--- config.mk ---
export PLATFORM = sky130hd
export DESIGN_NAME = ollar_bus_arbiter
export DESIGN_NICKNAME = d
export VERILOG_FILES = /design/src/rtl/ollar_bus_arbiter.sv
export SDC_FILE = /design/constraint.sdc
export NUM_CORES = 1
export LEC_CHECK = 0
export BUFFER_PORTS_ARGS = -buffer_cell sky130_fd_sc_hd__buf_2
export CORE_AREA = 8 8 152 154
export DETAILED_ROUTE_END_ITERATION = 8
export DIE_AREA = 0 0 160 162
export PLACE_DENSITY = 0.78
export SYNTH_ARGS = -nofsm -noshare
export SYNTH_HDL_FRONTEND = slang
export SYNTH_SLANG_ARGS = --single-unit
--- constraint.sdc ---
create_clock -name CLOCK_PIN -period 3.25 [get_ports CLOCK_PIN]
set_clock_uncertainty 0.05 [all_clocks]
set_input_delay 0.1625 -clock CLOCK_PIN [delete_from_list [all_inputs] [get_ports CLOCK_PIN]]
set_output_delay 0.1625 -clock CLOCK_PIN [all_outputs]
set_load 0.01 [all_outputs]
--- src/rtl/ollar_bus_arbiter.sv ---
// Round-robin arbiter that funnels NUM_CORES bus masters onto one shared slave port,
// one outstanding transaction at a time, with a slave timeout that returns an error.
module ollar_bus_arbiter #(
   parameter int          NUM_CORES = 4,
   parameter int          ADDR_W    = 32,
   parameter int          DATA_W    = 32,
   parameter int          TIMEOUT   = 16,
   parameter logic [31:0] ERR_DATA  = 32'hDEADBEEF
) (
   input  logic                          CLOCK_PIN,
   input  logic                          RESET_PIN,
   input  logic [NUM_CORES-1:0]          core_req,
   input  logic [NUM_CORES-1:0]          core_write,
   input  logic [NUM_CORES*ADDR_W-1:0]   core_addr,
   input  logic [NUM_CORES*DATA_W-1:0]   core_wdata,
   output logic [NUM_CORES-1:0]          core_ack,
   output logic [NUM_CORES-1:0]          core_err,
   output logic [DATA_W-1:0]             core_rdata,
   output logic                          mem_req,
   output logic                          mem_write,
   output logic [ADDR_W-1:0]             mem_addr,
   output logic [DATA_W-1:0]             mem_wdata,
   input  logic [DATA_W-1:0]             mem_rdata,
   input  logic                          mem_ack
);

   localparam int                IDX_W    = $clog2(NUM_CORES);
   localparam int                TMR_W    = $clog2(TIMEOUT);
   localparam logic [IDX_W-1:0]  LAST_IDX = IDX_W'(NUM_CORES - 1);
   localparam logic [TMR_W-1:0]  TMR_LAST = TMR_W'(TIMEOUT - 1);
   localparam logic [DATA_W-1:0] ERR_WORD = DATA_W'(ERR_DATA);

   typedef enum logic [1:0] {
      ST_IDLE,
      ST_BUSY,
      ST_RESP
   } state_t;

   state_t                 r_state;
   logic [IDX_W-1:0]       r_last_grant;
   logic [IDX_W-1:0]       r_winner;
   logic [TMR_W-1:0]       r_timer;
   logic                   r_err;
   logic [NUM_CORES-1:0]   r_core_ack;
   logic [NUM_CORES-1:0]   r_core_err;
   logic [DATA_W-1:0]      r_core_rdata;
   logic                   r_mem_req;
   logic                   r_mem_write;
   logic [ADDR_W-1:0]      r_mem_addr;
   logic [DATA_W-1:0]      r_mem_wdata;

   logic [ADDR_W-1:0]      w_addr  [NUM_CORES];
   logic [DATA_W-1:0]      w_wdata [NUM_CORES];
   logic                   w_found;
   logic [IDX_W-1:0]       w_grant;
   logic [NUM_CORES-1:0]   w_winner_oh;
   int                     w_scan;

   genvar g;
   generate
      for (g = 0; g < NUM_CORES; g++) begin : g_unpack
         assign w_addr[g]  = core_addr[g*ADDR_W +: ADDR_W];
         assign w_wdata[g] = core_wdata[g*DATA_W +: DATA_W];
      end
   endgenerate

   // Scan from the core after the last winner, wrapping, and take the first requester.
   always_comb begin
      // NOTE: every variable gets a default before the loop so no latch is inferred.
      w_found = 1'b0;
      w_grant = '0;
      w_scan  = 0;
      for (int i = 1; i <= NUM_CORES; i++) begin
         w_scan = (int'(r_last_grant) + i) % NUM_CORES;
         if (!w_found && core_req[IDX_W'(w_scan)]) begin
            w_found = 1'b1;
            w_grant = IDX_W'(w_scan);
         end
      end
   end

   assign w_winner_oh = NUM_CORES'(1) << r_winner;

   always_ff @(posedge CLOCK_PIN or posedge RESET_PIN) begin
      if (RESET_PIN) begin
         r_state      <= ST_IDLE;
         r_last_grant <= LAST_IDX;
         r_winner     <= '0;
         r_timer      <= '0;
         r_err        <= 1'b0;
         r_core_ack   <= '0;
         r_core_err   <= '0;
         r_core_rdata <= '0;
         r_mem_req    <= 1'b0;
         r_mem_write  <= 1'b0;
         r_mem_addr   <= '0;
         r_mem_wdata  <= '0;
      end else begin
         // NOTE: state is updated with non-blocking assignments so every branch sees pre-edge values.
         r_core_ack <= '0;
         r_core_err <= '0;
         case (r_state)
            ST_IDLE: begin
               // While the ack pulse is visible the requester still shows its old request: skip one cycle.
               if (w_found && (r_core_ack == '0)) begin
                  r_winner    <= w_grant;
                  r_mem_write <= core_write[w_grant];
                  r_mem_addr  <= w_addr[w_grant];
                  r_mem_wdata <= w_wdata[w_grant];
                  r_mem_req   <= 1'b1;
                  r_timer     <= '0;
                  r_state     <= ST_BUSY;
               end
            end
            ST_BUSY: begin
               if (mem_ack) begin
                  r_core_rdata <= r_mem_write ? '0 : mem_rdata;
                  r_mem_req    <= 1'b0;
                  r_state      <= ST_RESP;
               end else if (r_timer == TMR_LAST) begin
                  r_core_rdata <= ERR_WORD;
                  r_err        <= 1'b1;
                  r_mem_req    <= 1'b0;
                  r_state      <= ST_RESP;
               end else begin
                  r_timer <= r_timer + 1'b1;
               end
            end
            ST_RESP: begin
               r_core_ack   <= w_winner_oh;
               r_core_err   <= r_err ? w_winner_oh : '0;
               r_last_grant <= r_winner;
               r_err        <= 1'b0;
               r_state      <= ST_IDLE;
            end
            default: r_state <= ST_IDLE;
         endcase
      end
   end

   assign core_ack   = r_core_ack;
   assign core_err   = r_core_err;
   assign core_rdata = r_core_rdata;
   assign mem_req    = r_mem_req;
   assign mem_write  = r_mem_write;
   assign mem_addr   = r_mem_addr;
   assign mem_wdata  = r_mem_wdata;

endmodule

## Word-level counts from Yosys, hierarchy flattened

Index checks and enable logic that the tools add are counted.

- Register bits: 117
- Bits of input ports: 299
- Logic and storage cells: 100
- Output and inout bits: 106

- Add/sub/neg operators: 5
- Order comparisons: 6
- Bitwise operators: 1
- Reductions and logical operators: 18
- Equality and inequality tests: 8
- Shift-type cells: 1
- Muxes and demuxes: 49

Operators with widths:

| cell | count |
|---|---|
| 32-bit two-way mux | 7 |
| 32-bit binary-select mux with 2-bit select | 2 |
| 4-bit two-way mux | 6 |
| 1-bit two-way mux | 18 |
| 2-bit by 4-bit < comparator with 1-bit output, second input constant | 4 |
| 2-bit two-way mux | 7 |
| 1-bit binary-select mux with 2-bit select | 5 |
| 2-bit != test, second input constant | 4 |
| 4-bit case mux with 2 select lines | 1 |
| 2-bit AND reduction | 3 |
| 3-bit AND reduction | 2 |
| 2-bit nonzero test | 3 |
| 2-bit by 1-bit adder with 2-bit output, second input constant | 2 |
| 2-bit adder, second input constant | 2 |
| 4-bit by 1-bit adder with 4-bit output, second input constant | 1 |
| 4-bit == test, second input constant | 1 |
| 1-bit logical AND | 4 |
| 4-bit zero test | 1 |
| 1-bit case mux with 2 select lines | 2 |
| 2-bit case mux with 2 select lines | 1 |
| 4-bit AND reduction | 1 |
| 1-bit by 2-bit left shift with 4-bit output, first input constant | 1 |
| 3-bit >= comparator, second input constant | 1 |
| 1-bit zero test | 3 |
| 6 further kinds | 6 |

## Longest topological paths before layout

- Word-level depth: 18
- Gate-level depth with buffers: 8
- Mapped depth without buffers: 6

## Worst setup path after synthesis

OpenSTA, ideal clock, no wires.

- Kind: reg-to-reg
- Start point: register r_last_grant[1]
- End point: register r_mem_wdata[21], in the netlist mem_wdata[21]
- Stages on the path, launching flop included: 8
- Setup time: 0.069 ns
- Arrival: 1.818 ns
- Path slack: 1.313 ns
- Required time: 3.131 ns
- Clock period less this slack: 1.937 ns
- Path buffers: 2
- Cell sequence: dfstp_2 > buf_2 > mux2i_1 > o22a_1 > o2111ai_1 > clkbuf_1 > a21o_1 > nand3_1

- Cells in the longest elaborated chain, start to end: 18
- Elaborated cells on any way between the ends: 36
- Classes of those cells: add/sub (4); mux (23); bitwise (1); reduce/logical (8)

Ends and longest elaborated chain:

| item | line | RTL |
|---|---|---|
| start, declared | 40 | `logic [IDX_W-1:0] r_last_grant;` |
| start signal, assigned | 132 | `r_last_grant <= r_winner;` |
| 2-bit by 1-bit adder with 2-bit output | 74 | `w_scan = (int'(r_last_grant) + i) % NUM_CORES;` |
| 1-bit binary-select mux with 2-bit select | 75 | `if (!w_found && core_req[IDX_W'(w_scan)]) begin` |
| 1-bit two-way mux (implied by the code) (2 in a row) | 75 |  |
| 1-bit two-way mux | 75 |  |
| 1-bit zero test | 75 |  |
| 1-bit logical AND | 75 |  |
| 1-bit two-way mux | 75 |  |
| 1-bit zero test | 75 |  |
| 1-bit logical AND | 75 |  |
| 1-bit two-way mux | 75 |  |
| 1-bit zero test | 75 |  |
| 1-bit logical AND | 75 |  |
| 2-bit two-way mux | 75 |  |
| 2-bit NOT with 3-bit output (implied by the code) | 109 | `r_mem_wdata <= w_wdata[w_grant];` |
| 32-bit binary-select mux with 2-bit select | 109 |  |
| 32-bit two-way mux (implied by the code) (2 in a row) | 109 |  |
| end signal, assigned | 109 |  |
| end, declared | 50 | `logic [DATA_W-1:0] r_mem_wdata;` |

Parallel ways exist; a longest one is shown, timed or not. The select of a mux whose other input is x is not followed.
A chain may end at the register's enable or synchronous reset.

## Worst setup path after layout

- Start point: register r_core_ack[1], in the netlist core_ack[1]
- End point: register r_mem_wdata[23], in the netlist mem_wdata[23]

- Cells in the longest elaborated chain, start to end: 3

Ends and longest elaborated chain:

| item | line | RTL |
|---|---|---|
| start, declared | 44 | `logic [NUM_CORES-1:0] r_core_ack;` |
| start signal, assigned | 130 | `r_core_ack <= w_winner_oh;` |
| 4-bit zero test | 105 | `if (w_found && (r_core_ack == '0)) begin` |
| 1-bit logical AND | 105 |  |
| 2-bit AND reduction (no line) | -- |  |

Every way passes these cells.

==> run_results.csv <==
group,metric,value,unit
run_status,status,"finished, final reports clean",
routing,wl_per_cell,22.14,um
setup_path,crit_path_cell_trace,"nor4_4, nand4_4, a21oi_4, buf_4, a32oi_1, nand3_1, dlygate4sd3_1",
cts,clkSlewWorstSetupHoldPaths,60,ps
final_layout,utilization,51.04,%
grt,grt_use_total,22.96,%
place,gp_congestion,0.8719,
setup_path,r2r_slack,140,ps
synth,ys_warn_count,0,
cts,cts_buffers,17,
routing,dr_total_vias,7954,
setup_path,critPathBufInv,2,
pwr,power.density,929.9,mW/mm^2
floorplanning,start_util,32.90,%
final_layout,final_common_cell,"buf_2",
synth,yosys_register_bits,117,
setup_path,arrival,3410,ps
grt,antenna_found_initial,4,
timing,fin_ws,136.1,ps
cts,htree_num_levels,4,
timing,period_share,95.81,%
pwr,leakagePower,5.119,nW
timing,fmax,0.3211,GHz
final_layout,drive_above_1_share,42.69,%
setup_path,crit_family,"buffers and inverters",
timing,hold_viol_final,0,
timing,setup_tns,0,ps
place,dp_worst_setup_slack,699.2,ps
routing,drc,0,
final_layout,syn_to_final_growth,55.12,%
grt,grt-ovfl-total,0,
cts,cts_root_buf,"clkbuf_16",
synth,synth_ff_type,"dfrtp_1",
setup_path,cp_slowest_cell,"a21oi_4",
timing,rsz0062_at_grt,"no",
synth,synth-seq-area-share,43.04,%
routing,drtAntennaViolNets,0,
place,io_buffers,404,
cts,clock_latency,410,ps
timing,tightest_slew,1261,ps
timing,setup_violations,0,
final_layout,num-nets-final,1423,
setup_path,reg2regPathDepth,7,
synth,synth-edff-count,0,
floorplanning,io_pins,405,
pwr,fin_total_pwr,9.820,mW
setup_path,endpoint_kind,"register",
timing,relSlewSlack,15.95,%
cts,cts_sinks,117,
floorplanning,core_area,0.02069,mm^2
routing,vias_per_cell,5.637,
place,place_area,0.009026,mm^2
setup_path,critPathMaxStageDelay,740,ps
floorplanning,rows,53,
final_layout,multiInputGateArea,0.003551,mm^2
floorplanning,die_area,0.02592,mm^2
timing,slew_violations,0,
cts,cts_tree,"done",
pwr,vdd_ir_drop_max,0.0005498,V
synth,syn_nets,960,
setup_path,crit_cells,7,
setup_path,path_max_fanout,25,
min_path,hp-class,"in2reg",
run,maxCapViolCount,0,
final_layout,fillers,1887,
grt,grt_pass1_vias,8373,
synth,netlist_area,0.006808,mm^2
floorplanning,fp.dieH,162,um
final_layout,num_antenna_cells,0,
setup_path,worstPathRequired,3550,ps
cts,cts_buffer_depth,2,
final_layout,regArea,0.002930,mm^2
final_layout,fin_area,0.01056,mm^2
synth,synth_cells,660,
setup_path,crit_type,"reg2reg",
floorplanning,die_w,160,um
grt,grt_max_degree,118,
setup_path,crit_end,"mem_wdata[23]",
place,dp_hpwl,21540,um
setup_path,start_kind,"register",
setup_path,cp-startpoint,"core_ack[1]",
routing,wl,31240,um
routing,drtIter0Drc,741,
synth,synthArstFlopShare,100.0,%
final_layout,mostFrequentLayoutCells,"404 x buf_2, 115 x dfrtp_1, 92 x dlygate4sd3_1",
synth,ys_types,51,
setup_path,reg2reg_from,"core_ack[1]",
setup_path,reg2reg_to,"mem_wdata[23]",
synth,syn_avg_cell_area,10.31,um^2
routing,drt-pass1-iter-count,5,
timing,min_period,3114,ps
grt,grt_first_pass_wirelength,47110,um
[cells in the mapped netlist (all sizes together), types with 2 or more instances]
cell type  instances  share of area, %
nor2              10              0.59
o21bai            10               1.1
inv                5              0.28
dfstp              2              0.77
o21ai              5              0.48
a22o               9               1.2
mux2i             59               8.7
buf               35               3.2
nor2b             24               2.2
a21oi             13               1.0
o22ai              2              0.37
nand3             50               3.7
o211ai            62               6.8
nand2             39               2.2
nand4             27               2.6
o221ai            29               4.6
a21o              28               3.1
mux2               2              0.33
a32oi             36               4.6
and2               2              0.18
o22a              27               3.5
nor3               4              0.46
dfrtp            115                42
and4              11               1.5
nand2b             5              0.46
nor3b              4              0.44
clkbuf            35               2.0
[power by group]
group	total (mW)	internal [mW]	switching, mW	leakage, nW
Clock	1.94	1.17	0.767	0.288
Sequential	2.63	2.15	0.475	1.43
Combinational	5.25	2.28	2.97	3.40
Total	9.82	5.61	4.21	5.12
[worst min-delay path, delay by kind of cell]
family                 cells  cell delay [ps]
AOI/OAI and AO/OA          1              150
buffers and inverters      1               70
muxes                      1               60
[state kept, by name, indices dropped and copies added (netlist names)]
name	count
r_err	1
mem_write	1
core_rdata	32
r_state	2
mem_addr	32
mem_req	1
mem_wdata	32
core_err	4
r_last_grant	2
r_winner	2
core_ack	4
r_timer	4
[worst min path at each step]
stage / start / endpoint / slack, ps / cells past startpoint
detailed placement: mem_rdata[20] / core_rdata[20] / 340 / 2
CTS: core_wdata[66] / mem_wdata[2] / 3 / 3
finish: core_wdata[66] / mem_wdata[2] / 30 / 3
global route: core_addr[111] / mem_addr[15] / 20 / 3
floorplan: mem_rdata[14] / core_rdata[14] / 250 / 1
global placement: mem_rdata[14] / core_rdata[14] / 330 / 2
[through the flow]
step,cells,hold WS [ps]
after floorplan,660,245.1
after global placement,1286,331.1
after detailed placement,1286,342.6
after CTS,1410,2.981
after global routing,1411,18.45
final,1411,26.07
[cells by family after synthesis]
logic type	share of synthesized area, %
mux	9.006
buf+inv	5.550
flops	43.04
xor+xnor	0.1287
simple gates	14.92
fa+ha+maj	0.1838
compound gates	27.16
[per-layer routing]
layer  GRT usage (%)  share of wire (%)
met1           25.47                 37
met2           38.89                 49
met3           7.213                9.6
met4           12.36                4.3
met5               0               0.15
[area by class of cell]
cell class                 instances  area share [%]
clock inverter                    14           1.576
sequential                       117           27.75
multi-input combinational        467           33.63
timing repair buffer             514           29.38
inverter                           6          0.2488
tap                              275           3.258
clock buffer                      18           4.159
[what timing repair did]
item,in CTS,in global routing
endpoints found under the hold margin,159,0
setup buffers,0,1
gates resized for setup,0,0
hold buffers,92,0
setup endpoints to repair,0,23
Power figures use the tool's default switching activity.
